==> config.mk <==
export PLATFORM = sky130hd
export DESIGN_NAME = hazard_unit
export DESIGN_NICKNAME = d
export VERILOG_FILES = /design/src/rtl/hazard_unit_pkg.sv /design/src/rtl/muldiv_tracker.sv /design/src/rtl/hazard_unit.sv
export SDC_FILE = /design/constraint.sdc
export NUM_CORES = 1
export LEC_CHECK = 0
export CAP_MARGIN = 20
export CORE_UTILIZATION = 40
export DETAILED_ROUTE_END_ITERATION = 10
export PLACE_DENSITY = 0.73
export SYNTH_ARGS = -nofsm -noshare
export SYNTH_HDL_FRONTEND = slang
export SYNTH_SLANG_ARGS = --single-unit
==> constraint.sdc <==
create_clock -name clk -period 2.5 [get_ports clk]
set_input_delay 0.375 -clock clk [delete_from_list [all_inputs] [get_ports clk]]
set_output_delay 0.375 -clock clk [all_outputs]
set_load 0.005 [all_outputs]
==> src/rtl/hazard_unit_pkg.sv <==
// Shared definitions for the pipeline hazard controller: mul/div tracker
// state encodings, parameter defaults and the register-match helper.
// The optional mul/div busy tracker is enabled with HAZARD_MULDIV_EN.
package hazard_unit_pkg;

    // Mul/div tracker state encodings
    localparam logic MD_IDLE = 1'b0;
    localparam logic MD_BUSY = 1'b1;

    // Parameter defaults
    localparam int MULDIV_LAT_DEFAULT = 4;
    localparam int CNT_W_DEFAULT      = 32;

    // True when a producer destination feeds either ID source register.
    // Register 0 is hard-wired to zero and never creates a dependency.
    function automatic logic reg_match(
        input logic [4:0] rd,
        input logic [4:0] rs,
        input logic [4:0] rt
    );
        return (rd != 5'd0) && ((rd == rs) || (rd == rt));
    endfunction

endpackage

==> src/rtl/muldiv_tracker.sv <==
// HI/LO unit busy tracker: a two-state FSM plus a down-counter that keeps
// md_busy high for exactly MULDIV_LAT cycles after a mult/div is accepted
// from EX. md_busy is the FSM state bit itself, so it doubles as the
// state debug output. Only instantiated when HAZARD_MULDIV_EN is defined.
module muldiv_tracker
    import hazard_unit_pkg::*;
#(
    parameter int MULDIV_LAT = MULDIV_LAT_DEFAULT
) (
    input  logic clk,
    input  logic rst_n,
    input  logic accept,
    output logic md_busy
);

    localparam int CW = (MULDIV_LAT > 1) ? $clog2(MULDIV_LAT) : 1;
    localparam logic [CW-1:0] RELOAD = CW'(MULDIV_LAT - 1);

    logic          state_q;
    logic          state_d;
    logic [CW-1:0] cnt_q;
    logic [CW-1:0] cnt_d;

    // Next-state: load on accept, count down while busy (a memory freeze
    // does not pause the HI/LO unit), return to idle when the count is spent.
    always_comb begin
        state_d = state_q;
        cnt_d   = cnt_q;
        if (state_q == MD_IDLE) begin
            if (accept) begin
                state_d = MD_BUSY;
                cnt_d   = RELOAD;
            end
        end else begin
            if (accept) begin
                // A second op while busy restarts the latency window.
                cnt_d = RELOAD;
            end else if (cnt_q == '0) begin
                state_d = MD_IDLE;
            end else begin
                cnt_d = cnt_q - CW'(1);
            end
        end
    end

    // State and counter registers, cleared asynchronously.
    always_ff @(posedge clk or negedge rst_n) begin
        if (!rst_n) begin
            state_q <= MD_IDLE;
            cnt_q   <= '0;
        end else begin
            state_q <= state_d;
            cnt_q   <= cnt_d;
        end
    end

    assign md_busy = (state_q == MD_BUSY);

endmodule

==> src/rtl/hazard_unit.sv <==
// Pipeline hazard controller for the 5-stage MIPS core. Produces the
// stage stall enables and the ID/EX bubble from load-use hazards, ID-stage
// branch operand hazards, cache-miss freezes and (with HAZARD_MULDIV_EN
// defined) HI/LO unit busy hazards. Also counts fetch-stall cycles in a
// saturating counter.
module hazard_unit
    import hazard_unit_pkg::*;
#(
    parameter int MULDIV_LAT = MULDIV_LAT_DEFAULT,
    parameter int CNT_W      = CNT_W_DEFAULT
) (
    input  logic             clk,
    input  logic             rst_n,
    input  logic             RegWrite_IE,
    input  logic             MemtoReg_IE,
    input  logic [4:0]       RegisterRd_IE,
    input  logic             RegWrite_EM,
    input  logic             MemtoReg_EM,
    input  logic [4:0]       RegisterRd_EM,
    input  logic [4:0]       RegisterRs_FD,
    input  logic [4:0]       RegisterRt_FD,
    input  logic             Branch_FD,
    input  logic             MulDiv_FD,
    input  logic             MulDiv_IE,
    input  logic             MfHiLo_FD,
    input  logic             ICache_stall,
    input  logic             DCache_stall,
    output logic             StallF,
    output logic             StallD,
    output logic             StallE,
    output logic             StallM,
    output logic             StallW,
    output logic             FlushE,
    output logic             md_busy,
    output logic [CNT_W-1:0] stall_cycles
);

    logic match_e;
    logic match_m;
    logic lw_stall;
    logic br_stall;
    logic md_stall;
    logic mem_stall;
    logic hz;

    // Dependency detection. EX ALU results are bypassed into ID for branch
    // compares, so only a load sitting in MEM blocks a branch.
    always_comb begin
        match_e   = reg_match(RegisterRd_IE, RegisterRs_FD, RegisterRt_FD);
        match_m   = reg_match(RegisterRd_EM, RegisterRs_FD, RegisterRt_FD);
        lw_stall  = RegWrite_IE & MemtoReg_IE & match_e;
        br_stall  = Branch_FD & RegWrite_EM & MemtoReg_EM & match_m;
        mem_stall = ICache_stall | DCache_stall;
    end

`ifdef HAZARD_MULDIV_EN
    logic md_accept;

    // A mult/div leaving EX is only taken by the HI/LO unit if the pipe moves.
    assign md_accept = MulDiv_IE & ~mem_stall;
    assign md_stall  = (MfHiLo_FD | MulDiv_FD) & (md_busy | MulDiv_IE);

    muldiv_tracker #(
        .MULDIV_LAT (MULDIV_LAT)
    ) u_muldiv_tracker (
        .clk     (clk),
        .rst_n   (rst_n),
        .accept  (md_accept),
        .md_busy (md_busy)
    );
`else
    // HI/LO tracking disabled: its inputs are intentionally ignored.
    logic unused_md_inputs;

    assign unused_md_inputs = MulDiv_FD ^ MulDiv_IE ^ MfHiLo_FD;
    assign md_stall         = 1'b0;
    assign md_busy          = 1'b0;
`endif

    assign hz = lw_stall | br_stall | md_stall;

    // Stall/flush priority: a cache miss freezes the whole pipe without a
    // bubble; otherwise a hazard holds IF/ID and injects a bubble into EX.
    always_comb begin
        StallF = 1'b0;
        StallD = 1'b0;
        StallE = 1'b0;
        StallM = 1'b0;
        StallW = 1'b0;
        FlushE = 1'b0;
        if (mem_stall) begin
            StallF = 1'b1;
            StallD = 1'b1;
            StallE = 1'b1;
            StallM = 1'b1;
            StallW = 1'b1;
        end else if (hz) begin
            StallF = 1'b1;
            StallD = 1'b1;
            FlushE = 1'b1;
        end
    end

    // Saturating count of cycles in which fetch was held.
    always_ff @(posedge clk or negedge rst_n) begin
        if (!rst_n) begin
            stall_cycles <= '0;
        end else if (StallF && (stall_cycles != {CNT_W{1'b1}})) begin
            stall_cycles <= stall_cycles + CNT_W'(1);
        end
    end

endmodule

==> results of run 1 <==
[layout by cell type (no fill, tap or decap), types with 2 or more instances in the layout]
cell type	netlist	routed
sky130_fd_sc_hd__nand4_1	9	9
sky130_fd_sc_hd__nand2_1	18	18
sky130_fd_sc_hd__buf_4	4	15
sky130_fd_sc_hd__dlymetal6s2s_1	0	5
sky130_fd_sc_hd__and3_1	6	6
sky130_fd_sc_hd__and4_1	3	3
sky130_fd_sc_hd__nand3_1	15	15
sky130_fd_sc_hd__buf_12	0	2
sky130_fd_sc_hd__xor2_1	16	16
sky130_fd_sc_hd__clkbuf_1	0	2
sky130_fd_sc_hd__nor2_2	5	5
sky130_fd_sc_hd__and2_1	2	2
sky130_fd_sc_hd__inv_1	5	4
sky130_fd_sc_hd__xnor2_1	32	32
sky130_fd_sc_hd__clkdlybuf4s50_1	0	54
sky130_fd_sc_hd__dlygate4sd2_1	0	4
sky130_fd_sc_hd__nor2_4	4	4
sky130_fd_sc_hd__nor2b_1	2	2
sky130_fd_sc_hd__clkbuf_8	0	6
sky130_fd_sc_hd__o22ai_2	0	2
sky130_fd_sc_hd__nor2_1	5	5
sky130_fd_sc_hd__or3_1	3	3
sky130_fd_sc_hd__dfrtp_1	32	32
sky130_fd_sc_hd__nor3_1	5	5
sky130_fd_sc_hd__mux2_2	2	2
[report_power, final]
group          total, mW  leakage [nW]  switching, mW  internal, mW
Clock              0.406        0.0455          0.182         0.224
Sequential         0.681         0.381         0.0932         0.587
Combinational      0.418         0.749          0.154         0.264
[per-stage QoR]
step	instance area [µm²]	setup WS (ns)	util	instances
floorplan	1930	0.484	-	190
global route	2860	0.0135	0.636	327
detailed placement	2740	-0.375	0.607	316
global placement	2740	-0.365	0.607	316
finish	2860	0.0817	0.636	327
CTS	2850	-0.0129	0.632	326
[metal layers]
metal  part of all wire  vias to the layer above  global-route usage
met5                  0                        -                   0
met4             0.0093                        0              0.0400
met3              0.077                        6              0.0506
met2               0.47                       58               0.295
met1               0.45                      790               0.248
li1                   -                      816                   -
[logic make-up (layout without fill, tap and decap cells)]
| kind of cell | count (synthesis) | in the layout | synth area share |
|---|---|---|---|
| AO/OA/AOI/OAI | 9 | 9 | 0.0364 |
| XOR/XNOR | 48 | 48 | 0.218 |
| adder cells (fa/ha/maj) | 1 | 1 | 0.00650 |
| buffers and inverters | 11 | 96 | 0.0338 |
| flip-flops | 32 | 32 | 0.416 |
| multiplexers | 2 | 2 | 0.0117 |
| other | 1 | 1 | 0.00195 |
| AND/OR/NAND/NOR | 86 | 86 | 0.276 |
[repair_timing]
action,CTS,global route
buffers inserted,2,1
resized for setup,14,9
pin swaps,3,6
setup endpoints to repair,3,4
[final timing paths]
path / cells after the start / to / slack, ns / from
max: 6 / StallD / 0.08 / RegisterRd_IE[3]
min: 2 / stall_cycles[16] / 0.48 / rst_n
max reg2reg: 8 / stall_cycles[29] / 0.28 / stall_cycles[10]
min reg2reg: 1 / stall_cycles[29] / 0.50 / stall_cycles[29]
max in group asynchronous: 2 / stall_cycles[6] / 1.72 / rst_n
min in group clk: 1 / stall_cycles[29] / 0.50 / stall_cycles[29]
[final cells by class]
type	count	area, µm²
fillers	393	1640
multi-input cells	147	1080
repair buffers	83	812
flip-flops and latches	32	801
clock buffers	8	90.1
well taps	52	65.1
inverters	5	18.8
[critical path, cell delays in order]
cell	delay (ns)
sky130_fd_sc_hd__clkdlybuf4s50_1	0.47
sky130_fd_sc_hd__o311a_1	0.42
sky130_fd_sc_hd__a221oi_2	0.32
sky130_fd_sc_hd__inv_2	0.06
sky130_fd_sc_hd__buf_4	0.15
sky130_fd_sc_hd__dlygate4sd2_1	0.26
==> impl_summary.txt, run 1 <==
----------------------------------------------------
[Outcome]
  Result of the run ... finished with violations
  Failing checks ... DRC

[Yosys]
  Number of enable-type register cells in the synthesized netlist ... 0
  Synth top cells by count ... sky130_fd_sc_hd__dfrtp_1 (32), sky130_fd_sc_hd__xnor2_1 (32), sky130_fd_sc_hd__nand2_1 (18)
  Yosys reg bits ... 32
  Async set-or-reset flop fraction in the synthesized netlist ... 1.00
  Top cells by area, synth ... sky130_fd_sc_hd__dfrtp_1 (42%), sky130_fd_sc_hd__xnor2_1 (15%), sky130_fd_sc_hd__xor2_1 (7.3%)
  Library cell with the largest summed area after synthesis ... sky130_fd_sc_hd__dfrtp_1
  Most frequently used flop master after synthesis ... sky130_fd_sc_hd__dfrtp_1
  Number of different library cells in the post-synthesis netlist ... 38
  Sequential cell area fraction in the yosys report ... 0.416
  Gate count of the mapped netlist ... 190
  Yosys top cell area share ... 0.416
  Synth Net Count ... 223
  Post-Synthesis Cell Area ... 1930 µm²
  Yosys warning total ... 0
  Mean instance size in the synthesized netlist ... 10.1 µm²

[Clock tree]
  Number of clock sinks ... 32
  Clock network latency to the later pin of the worst-skew pair ... 0.28 ns
  Number of buffers added by the clock tree synthesis step ... 5
  Number of H-tree levels ... 2
  Deepest clock path buffer count ... 2
  Hold-fix buffer count after cts ... 0
  Clock transition at the register clock pins on the worst setup and hold paths after CTS ... 0.06 ns
  Clk root buf ... sky130_fd_sc_hd__clkbuf_8
  TritonCTS clock tree ... yes

[Setup path]
  Data arrival at the endpoint of the critical path ... 2.04 ns
  Required time at the worst-slack endpoint ... 2.12 ns
  Sort of element at the end of the critical path ... primary output
  Crit start category ... input port
  Kind of critical path ... input port to primary output
  Maximum fanout count along the critical path ... 3

[Floorplan]
  Area enclosed by the die boundary ... 5100 µm²
  Count of pins on the block boundary ... 71
  Starting utilization of the core area ... 0.428
  Floorplan die height ... 71.4 µm
  Row count ... 24
  DIE WIDTH ... 71.4 µm
  Core box area ... 4500 µm²

[Place]
  Number of buffers added on ports ... 66
  Global placer's final weighted congestion ... 0.742
  Hpwl dp ... 3.37 mm

[Global routing]
  Initial antenna violation count ... 0
  GR Util All Layers ... 0.183
  Number of global-route vias before repair ... 1604
  Global-route wire length before repair ... 7.36 mm
  Residual overflow from global routing ... 0
  Pin count of the biggest net entering global routing ... 33

[Power and ir drop]
  Maximum vdd ir drop ... 0.465 mV
  Total leakage power ... 1.18 nW
  Total power density per cell area ... 526 nW/µm²
  Total power of the final layout ... 1.50 mW

[STA]
  Final Max Slew Viols ... 0
  Number of endpoints with negative hold slack in the final report ... 0
  Ratio of final minimum period to clock period ... 0.967
  Tightest hold margin ... 0.478 ns
  Setup repair after global routing missed its margin ... no
  Final worst clock skew ... 0.00369 ns
  Clock period minus worst slack ... 2.42 ns
  Total negative setup slack ... 0 ns
  Number of setup violations in the final report ... 0
  Highest attainable clock frequency ... 414 MHz

[Finish]
  Share of post-route cells with drive strength above 1 ... 0.178
  Final Net Count ... 307
  P&R area growth vs syn ... 48.7%
  Largest register FFs ... 32
  Largest registers ranked by flip-flop count ... stall_cycles: 32 flops
  Ant. Diodes ... 0
  Top register by number of flip-flops ... stall_cycles

[Detailed routing]
  Total routed wirelength ... 4.49 mm
  Ratio of routed vias to standard cells ... 5.11
  Wire length per cell ... 13.7 µm
  DRC errors left ... 9
  Remaining antenna violation count after routing ... 0
  Count of TritonRoute iterations in the first routing pass ... 10
  Detailed-route via count ... 1670
  Drt first-iter violations ... 54

[Job]
  Max-cap violations ... 0

[Hold path]
  Class of the tightest hold or removal check ... input port to asynchronous set/reset pin

----------------------------------------------------
Note: power is estimated with default switching activity, not from simulation.
==> run 2: changes to the inputs <==
Settings changed: SKIP_LAST_GASP from default to 1, TNS_END_PERCENT from default to 20.
==> run 2 against run 1 <==
  * The run still ends with DRC left
  * Clock power hardly changed
  * Worst setup slack worse by 0.047 ns
  * Worst hold slack stayed put
  * Critical path depth is 1 higher
  * Die area stayed put
  * Power hardly changed
==> impl_summary.txt, run 2 (synthesis gave the netlist of run 1 again) <==
----------------------------------------------------
[Floorplan]
  Area enclosed by the die boundary ... 5100 µm²
  DIE WIDTH ... 71.4 µm
  Floorplan die height ... 71.4 µm
  Count of pins on the block boundary ... 71
  Row count ... 24
  Core box area ... 4500 µm²
  Starting utilization of the core area ... 0.428

[Detailed routing]
  Detailed-route via count ... 1668
  Total routed wirelength ... 4.49 mm
  Ratio of routed vias to standard cells ... 5.10
  DRC errors left ... 9
  Drt first-iter violations ... 67
  Remaining antenna violation count after routing ... 0
  Wire length per cell ... 13.7 µm
  Count of TritonRoute iterations in the first routing pass ... 10

[STA]
  Final Max Slew Viols ... 0
  Total negative setup slack ... 0 ns
  Number of endpoints with negative hold slack in the final report ... 0
  Clock period minus worst slack ... 2.47 ns
  Final worst clock skew ... 0.00369 ns
  Number of setup violations in the final report ... 0
  Ratio of final minimum period to clock period ... 0.986
  Highest attainable clock frequency ... 406 MHz
  Setup repair after global routing missed its margin ... yes

[Finish]
  Largest registers ranked by flip-flop count ... stall_cycles: 32 flops
  Largest register FFs ... 32
  Filler cell count ... 390
  Share of post-route cells with drive strength above 1 ... 0.167
  Ant. Diodes ... 0
  Top register by number of flip-flops ... stall_cycles
  Area used by multi-input combinational logic ... 1080 µm²
  P&R area growth vs syn ... 49.3%
  Commonest non-fill, non-tap cell in the layout ... sky130_fd_sc_hd__clkdlybuf4s50_1
  Most frequent cells in the layout ... sky130_fd_sc_hd__clkdlybuf4s50_1 (54), sky130_fd_sc_hd__xnor2_1 (32), sky130_fd_sc_hd__dfrtp_1 (32)
  Seq. cell area ... 801 µm²
  Non-filler instance count after layout ... 327
  Final Net Count ... 307

[Power and ir drop]
  Total leakage power ... 1.19 nW
  Total power density per cell area ... 524 nW/µm²
  Maximum vdd ir drop ... 0.465 mV

[Global routing]
  Global-route wire length before repair ... 7.33 mm
  Number of global-route vias before repair ... 1601
  Pin count of the biggest net entering global routing ... 33
  Residual overflow from global routing ... 0
  Initial antenna violation count ... 0
  GR Util All Layers ... 0.183

[Outcome]
  Failing checks ... DRC
  Result of the run ... finished with violations

[Clock tree]
  Clock transition at the register clock pins on the worst setup and hold paths after CTS ... 0.06 ns
  Number of H-tree levels ... 2
  Clock network latency to the later pin of the worst-skew pair ... 0.28 ns
  Number of buffers added by the clock tree synthesis step ... 5
  Hold-fix buffer count after cts ... 0
  Number of clock sinks ... 32
  Clk root buf ... sky130_fd_sc_hd__clkbuf_8
  Deepest clock path buffer count ... 2
  TritonCTS clock tree ... yes

[Setup path]
  Sort of element at the end of the critical path ... primary output
  Startpoint of the worst register-to-register path ... stall_cycles[10]
  Data arrival at the endpoint of the critical path ... 2.09 ns
  Minimum setup slack among reg-to-reg paths ... 0.28 ns
  Kind of critical path ... input port to primary output
  Maximum fanout count along the critical path ... 3
  Endpoint of the lowest-slack register-to-register path ... stall_cycles[29]
  Required time at the worst-slack endpoint ... 2.12 ns
  Crit start category ... input port
  Number of cells traversed by the worst register-to-register path ... 8

[Job]
  Max-cap violations ... 0

[Place]
  Hpwl dp ... 3.37 mm
  Number of buffers added on ports ... 66
  Post-Place Cells ... 316
  Global placer's final weighted congestion ... 0.742

[Hold path]
  Class of the tightest hold or removal check ... input port to asynchronous set/reset pin

----------------------------------------------------
## run 2: cell count changes in the layout (fill, tap and decap cells not counted)
| cell | change |
|---|---|
| sky130_fd_sc_hd__clkdlybuf4s15_1 | +2 |
| sky130_fd_sc_hd__buf_2 | -1 |
| sky130_fd_sc_hd__clkbuf_2 | -1 |
| sky130_fd_sc_hd__clkdlybuf4s15_2 | -1 |
| sky130_fd_sc_hd__dlymetal6s2s_1 | +1 |
## run 2: timing repair
| item | in CTS | in global routing |
|---|---|---|
| setup endpoints to repair | 3 | 5 |
| buffers inserted | 2 | 1 |
| pin swaps | 2 | 8 |
| resized for setup | 7 | 11 |
## run 2: report_power, final
part	internal (mW)	switching (mW)	total, mW
combinational	0.265	0.154	0.419
sequential	0.587	0.0933	0.681
clock	0.224	0.182	0.406
## run 2: final cells by class
class	count	area share
Tap cell	52	0.0226
Inverter	5	0.00653
Multi-Input combinational cell	147	0.374
Timing Repair Buffer	83	0.286
Sequential cell	32	0.279
Clock buffer	8	0.0313
## run 2: how the worst max path moves through the flow
stage | from | endpoint | slack [ns] | cells after the start
2_1_floorplan | stall_cycles[9] | stall_cycles[17] | 0.48 | 8
3_3_place_gp | RegisterRd_IE[0] | StallD | -0.36 | 6
3_5_place_dp | RegisterRd_IE[0] | StallD | -0.38 | 6
4_1_cts | RegisterRd_IE[0] | StallD | -0.08 | 7
5_1_grt | RegisterRd_IE[1] | StallD | -0.06 | 7
6_report | RegisterRd_IE[2] | StallD | 0.04 | 7
## run 2: routing by layer
layer | up-vias | global-route usage | wire [µm]
li1 | 815 | - | -
met1 | 789 | 0.246 | 2010
met2 | 58 | 0.295 | 2080
met3 | 6 | 0.0506 | 350
met4 | 0 | 0.0400 | 42
met5 | - | 0 | 0
## run 2: worst max-delay path, stage by stage
cell	delay (ns)
sky130_fd_sc_hd__clkdlybuf4s15_1	0.21
sky130_fd_sc_hd__or3_1	0.38
sky130_fd_sc_hd__o311a_1	0.33
sky130_fd_sc_hd__a221oi_2	0.32
sky130_fd_sc_hd__inv_2	0.06
sky130_fd_sc_hd__buf_4	0.15
sky130_fd_sc_hd__dlygate4sd2_1	0.26
## run 2: stage by stage
step                      total power [mW]  worst slack [ns]  hold slack, ns  instance area (µm²)  utilization
after floorplan                      0.846             0.484          0.0794                 1930            -
after global placement                1.10            -0.365           0.482                 2740        0.607
after detailed placement              1.11            -0.375           0.486                 2740        0.607
after CTS                             1.52           -0.0773           0.499                 2830        0.629
after global routing                  1.59           -0.0558           0.512                 2870        0.638
final                                 1.51            0.0350           0.478                 2870        0.638
==> edit 1: new RTL, settings of run 1 <==
`CNT_W_DEFAULT`: 32 -> 16.
--- a/src/rtl/hazard_unit_pkg.sv
+++ b/src/rtl/hazard_unit_pkg.sv
@@ -9,7 +9,7 @@
 
     // Parameter defaults
     localparam int MULDIV_LAT_DEFAULT = 4;
-    localparam int CNT_W_DEFAULT      = 32;
+    localparam int CNT_W_DEFAULT      = 16;
 
     // True when a producer destination feeds either ID source register.
     // Register 0 is hard-wired to zero and never creates a dependency.
Interface: changed (resized stall_cycles); port bits go from 71 to 55. The function was not compared with the original's and may differ.
==> edit 1 against run 1 <==
- sequential cell count down 16
- synthesized cell count down 38%
- wire length down 36%
- area after synthesis down 42%
- count of clock-buffer cells in the layout down 5
- non-clock buffer count down 25
- clock skew down 2.1 ps
- final area down 41%
- worst setup slack better by 60 ps
- via count down 38%
- total power down 25%
- register-to-register slack better by 340 ps
- highest routed layer unchanged
==> edit 1: results (changes against run 1) <==
outcome finished clean; gpl congestion 0.734 (-1.1%); CTS root buffer clkbuf_4; pin count of the biggest net entering global routing 17 (-48%); Clock transition at path regs 90 ps (+30 ps); Slew headroom a little over half; global-route wire length before repair 4330 µm (-41%); final-stage net count 208 (-32%); I/O Buffers 50 (-24%); Static Leak 0.665 nW (-43%); r2r setup slk 620 ps (+340 ps); vias in the first global route 990 (-38%); layout cell share with drive strength beyond 1 13.3% (-4.5 points); Setup Buffers After CTS 0 (-2); worst stage delay on the critical path 410 ps (-60 ps); post-synthesis sequential area ratio 35.8% (-5.8 points); Post-Syn Nets 150 (-33%); largest registers stall_cycles (16); origin of the critical flop-to-flop path stall_cycles[0]$_DFFE_PN0P_; top post-synthesis cells by count xnor2_1, dfrtp_1, xor2_1; Worst EP arrival 1980 ps (-60 ps); total track usage 20.6% (+2.2 points); Detailed Place HPWL 2280 µm (-32%); top cells by area, synth dfrtp_1, xnor2_1, xor2_1; DP Area 1680 µm² (-39%); Vias 1040 (-38%); DRT iter0 DRCs 17 (-69%); H-tree Lvls 1 (-1); Pre-antenna DRT Iters 4 (-6); end of the worst register-to-register path stall_cycles[1]$_DFFE_PN0P_; distinct cell type count after synthesis 29 (-24%); Routed WL per cell 14.1 µm (+2.8%); CTS buffer count 3 (-2); worst-path maximum fanout 2 (-1)
==> edit 1: cell count changes in the layout (fill, tap and decap cells not counted), moves of 6 or more <==
cell / before / now
and3_1: 6 / 0
clkbuf_8: 6 / 0
clkdlybuf4s50_1: 54 / 46
dfrtp_1: 32 / 16
nand3_1: 15 / 8
buf_4: 15 / 8
nand2_1: 18 / 12
xnor2_1: 32 / 21
nand4_1: 9 / 2
==> edit 1: kinds of logic (layout without fill, tap and decap cells) <==
logic type	count (synthesis)	count (layout)	synth area share, %
multiplexers	2	2	2.68
adder cells (fa/ha/maj)	1	1	1.12
AND/OR/NAND/NOR	49	49	22.7
flip-flops	16	16	35.8
buffers and inverters	7	63	4.36
XOR/XNOR	34	34	26.6
AO/OA/AOI/OAI	7	7	6.48
other	1	1	0.335
==> edit 1: per-stage QoR <==
step                      setup TNS [ps]  hold slack (ps)  instances  worst slack [ps]
after global placement              -737              474        200              -222
after floorplan                        0             79.4        117               308
final                                  0              495        203               142
after detailed placement            -920              482        200              -274
after CTS                              0              500        203              4.43
after global routing                   0              516        203              83.6
==> edit 1: where the power goes <==
part / internal, mW / switching, mW
logic: 0.337 / 0.190
clock network: 0.0561 / 0.0792
registers: 0.356 / 0.115
==> edit 1: critical path: cells and delay by family <==
family	cells	cell delay, ps
AOI/OAI and AO/OA	2	650
buffers and inverters	3	610
and+or+nand+nor	1	340
==> edit 1: worst max path at each step <==
stage	endpoint	startpoint	slack, ps	depth (start not counted)
after CTS	StallF	RegisterRd_IE[1]	4	6
after floorplan	StallF	RegisterRd_IE[0]	310	6
after global placement	StallF	RegisterRd_IE[0]	-220	6
after global routing	StallD	RegisterRd_IE[2]	80	6
final	StallD	RegisterRd_IE[2]	140	6
after detailed placement	StallF	RegisterRd_IE[0]	-270	6
==> edit 1: metal layers <==
| metal | vias up | wire (µm) | track usage, % | part of all wire, % |
|---|---|---|---|---|
| li1 | 508 | - | - | - |
| met1 | 487 | 1250 | 25.0 | 43 |
| met4 | 0 | 67 | 10.0 | 2.3 |
| met3 | 7 | 175 | 2.73 | 6.1 |
| met5 | - | 0 | 0 | 0 |
| met2 | 38 | 1380 | 35.5 | 48 |
==> edit 1: timing repair <==
item	CTS	global route
endpoints found under the setup margin	3	2
pin swaps	3	3
resized for setup	10	2
==> edit 1: final cells by class <==
cell class	instances	area, µm²
Clock buffer	3	22.5
Fill cell	227	868
Sequential cell	16	400
Multi-Input combinational cell	94	683
Tap cell	30	37.5
Inverter	2	7.51
Timing Repair Buffer	58	548
==> edit 2: new RTL, settings of run 1 <==
Without the edit above. Make the reset (`rst_n`) synchronous in one clocked block. Comments in the files are not updated.
--- a/src/rtl/hazard_unit.sv
+++ b/src/rtl/hazard_unit.sv
@@ -102,7 +102,7 @@
     end
 
     // Saturating count of cycles in which fetch was held.
-    always_ff @(posedge clk or negedge rst_n) begin
+    always_ff @(posedge clk) begin
         if (!rst_n) begin
             stall_cycles <= '0;
         end else if (StallF && (stall_cycles != {CNT_W{1'b1}})) begin
Function: differs if rst_n is asserted again (counterexample within 4 cycles, from zero or initial values and one cycle with rst_n low); with rst_n held inactive, the same outputs for 10 cycles.
==> edit 2 against run 1 <==
- sequential cell count unchanged
- final area is 2.3% higher
- clock skew rose by 3.4 ps
- fmax fell by 1.2%
- utilization up 1.5 points
- worst setup slack worse by 31 ps
- wire length rose by 18%
- area after synthesis grew 0.91%
- via count up 23%
- highest routed layer unchanged
Power is not compared: it rests on default switching activity, and its combinational part moved more than twofold at a synthesized area within 25%.
==> edit 2: results (changes against run 1) <==
CTS root buffer clkbuf_8; worst skew pair latency ~290 ps; WHS 495 ps (+17.2 ps); largest registers stall_cycles (32); Layout Cells excl Fill 375 (+15%); layout cell share with drive strength beyond 1 13.0% (-4.8 points); CTS buffer count 5 (unchanged); Async S/R FF share, synth 0% (-100 points); Max clock buf depth 2 (unchanged); WL final 5280 µm (+18%); total track usage 20.9% (+2.6 points); distinct cell type count after synthesis 37 (-2.6%); Yosys warnings 0 (unchanged); Mapped Avg Cell Area 8.13 µm² (-20%); global-route wire length before repair 8520 µm (+16%); outcome finished clean; Ant. Diodes 0 (unchanged); top cells by area, synth dfxtp_1, xor2_1, a21oi_1; H-tree Lvls 2 (unchanged); origin of the critical flop-to-flop path stall_cycles[13]$_SDFFE_PN0P_; Post-Syn Nets 272 (+22%); vias in the first global route 1955 (+22%); top post-synthesis cells by count dfxtp_1, xor2_1, a21oi_1, nand2_1, nor2_1; Vias 2054 (+23%); Detailed Place HPWL 3940 µm (+17%); worst-path maximum fanout 2 (-1); Hold Crit Class flop to flop; initial antenna violation count 0 (unchanged); Worst EP arrival 2070 ps (+30 ps); I/O Buffers 66 (unchanged); Static Leak between 1 and 1.5 nW; Hold Path Sink stall_cycles[31]$_SDFFE_PN0P_; pin count of the biggest net entering global routing 25 (-24%); Clock transition at path regs approximately 70 ps; worst hold path depth 2; DRT iter0 DRCs 79 (+46%); r2r setup slk 300 ps (+20 ps); gpl congestion 0.818 (+10%); Hold Crit Start stall_cycles[31]$_SDFFE_PN0P_; peak supply drop approximately 0.32 mV; post-synthesis sequential area ratio 33.0% (-8.6 points); Worst Skew 7.09 ps (+3.40 ps); end of the worst register-to-register path stall_cycles[29]$_SDFFE_PN0P_; Pre-antenna DRT Iters 4 (-6); Worst R2R Path Depth 6 (-2); Post-Place Cells 364 (+15%)
## edit 2: cell types whose count changed after synthesis, sizes merged, moves of 5 or more
cell    delta
a21oi     +17
xor2       +9
o31ai      +8
xnor2     -31
or4        +9
o21ai     +12
nand3      -5
nand2b     +5
dfrtp     -32
or3       +10
dfxtp     +32
## edit 2: how the worst max path moves through the flow
stage / start / to / cells after the start
after floorplan: RegisterRd_EM[1] / stall_cycles[1]$_SDFFE_PN0P_ / 8
after global placement: RegisterRd_EM[2] / StallD / 5
after detailed placement: RegisterRd_EM[2] / StallD / 5
after CTS: RegisterRd_IE[4] / StallF / 7
after global routing: RegisterRt_FD[2] / stall_cycles[15]$_SDFFE_PN0P_ / 10
final: RegisterRd_EM[3] / FlushE / 6
## edit 2: where the power goes
part / internal [mW] / switching (mW) / total (mW)
clock network: 0.352 / 0.195 / 0.547
registers: 0.515 / 0.00711 / 0.522
logic: 0.101 / 0.0863 / 0.187
total: 0.967 / 0.289 / 1.26
## edit 2: logic make-up (layout without fill, tap and decap cells)
| family | Yosys count | in the layout | synth area share [%] |
|---|---|---|---|
| and+or+nand+nor | 107 | 107 | 30.3 |
| other | 1 | 1 | 0.193 |
| AOI/OAI and AO/OA | 50 | 50 | 16.5 |
| muxes | 4 | 4 | 2.06 |
| DFF | 32 | 32 | 33.0 |
| buffers and inverters | 18 | 102 | 5.60 |
| adders and majority gates | 1 | 1 | 0.644 |
| xor gates and xnor gates | 26 | 26 | 11.7 |
## edit 2: worst max-delay path, cell delays in order
cell and delay, ps:
clkdlybuf4s50_1 420, or4_4 560, o2111ai_4 250, o22a_1 180, nor2_1 40, dlygate4sd2_1 250
## edit 2: through the flow
stage          area, µm²  worst slack, ps
6_report            2930             51.2
5_1_grt             2930            0.172
4_1_cts             2890             22.9
3_5_place_dp        2730             -291
3_3_place_gp        2730             -282
2_1_floorplan       1940              392
## edit 2: area by class of cell
class                   count  area [µm²]
fillers                   396        1580
multi-input cells         189        1250
repair buffers             88         826
flip-flops and latches     32         641
clock buffers               7        96.3
well taps                  52        65.1
clock inverters             1        30.0
inverters                   6        22.5
## edit 2: repair_timing
item	CTS	global route
setup endpoints to repair	3	17
resized for setup	14	7
endpoints found under the hold margin	0	0
buffers inserted	2	1
pin swaps	6	2
## edit 2: routing by layer
metal	global-route usage (%)	vias to the layer above	wire length (µm)
met5	0	-	0
met2	36.9	46	2640
met4	8.50	0	80
met3	3.94	8	212
met1	24.9	963	2350
li1	-	1037	-
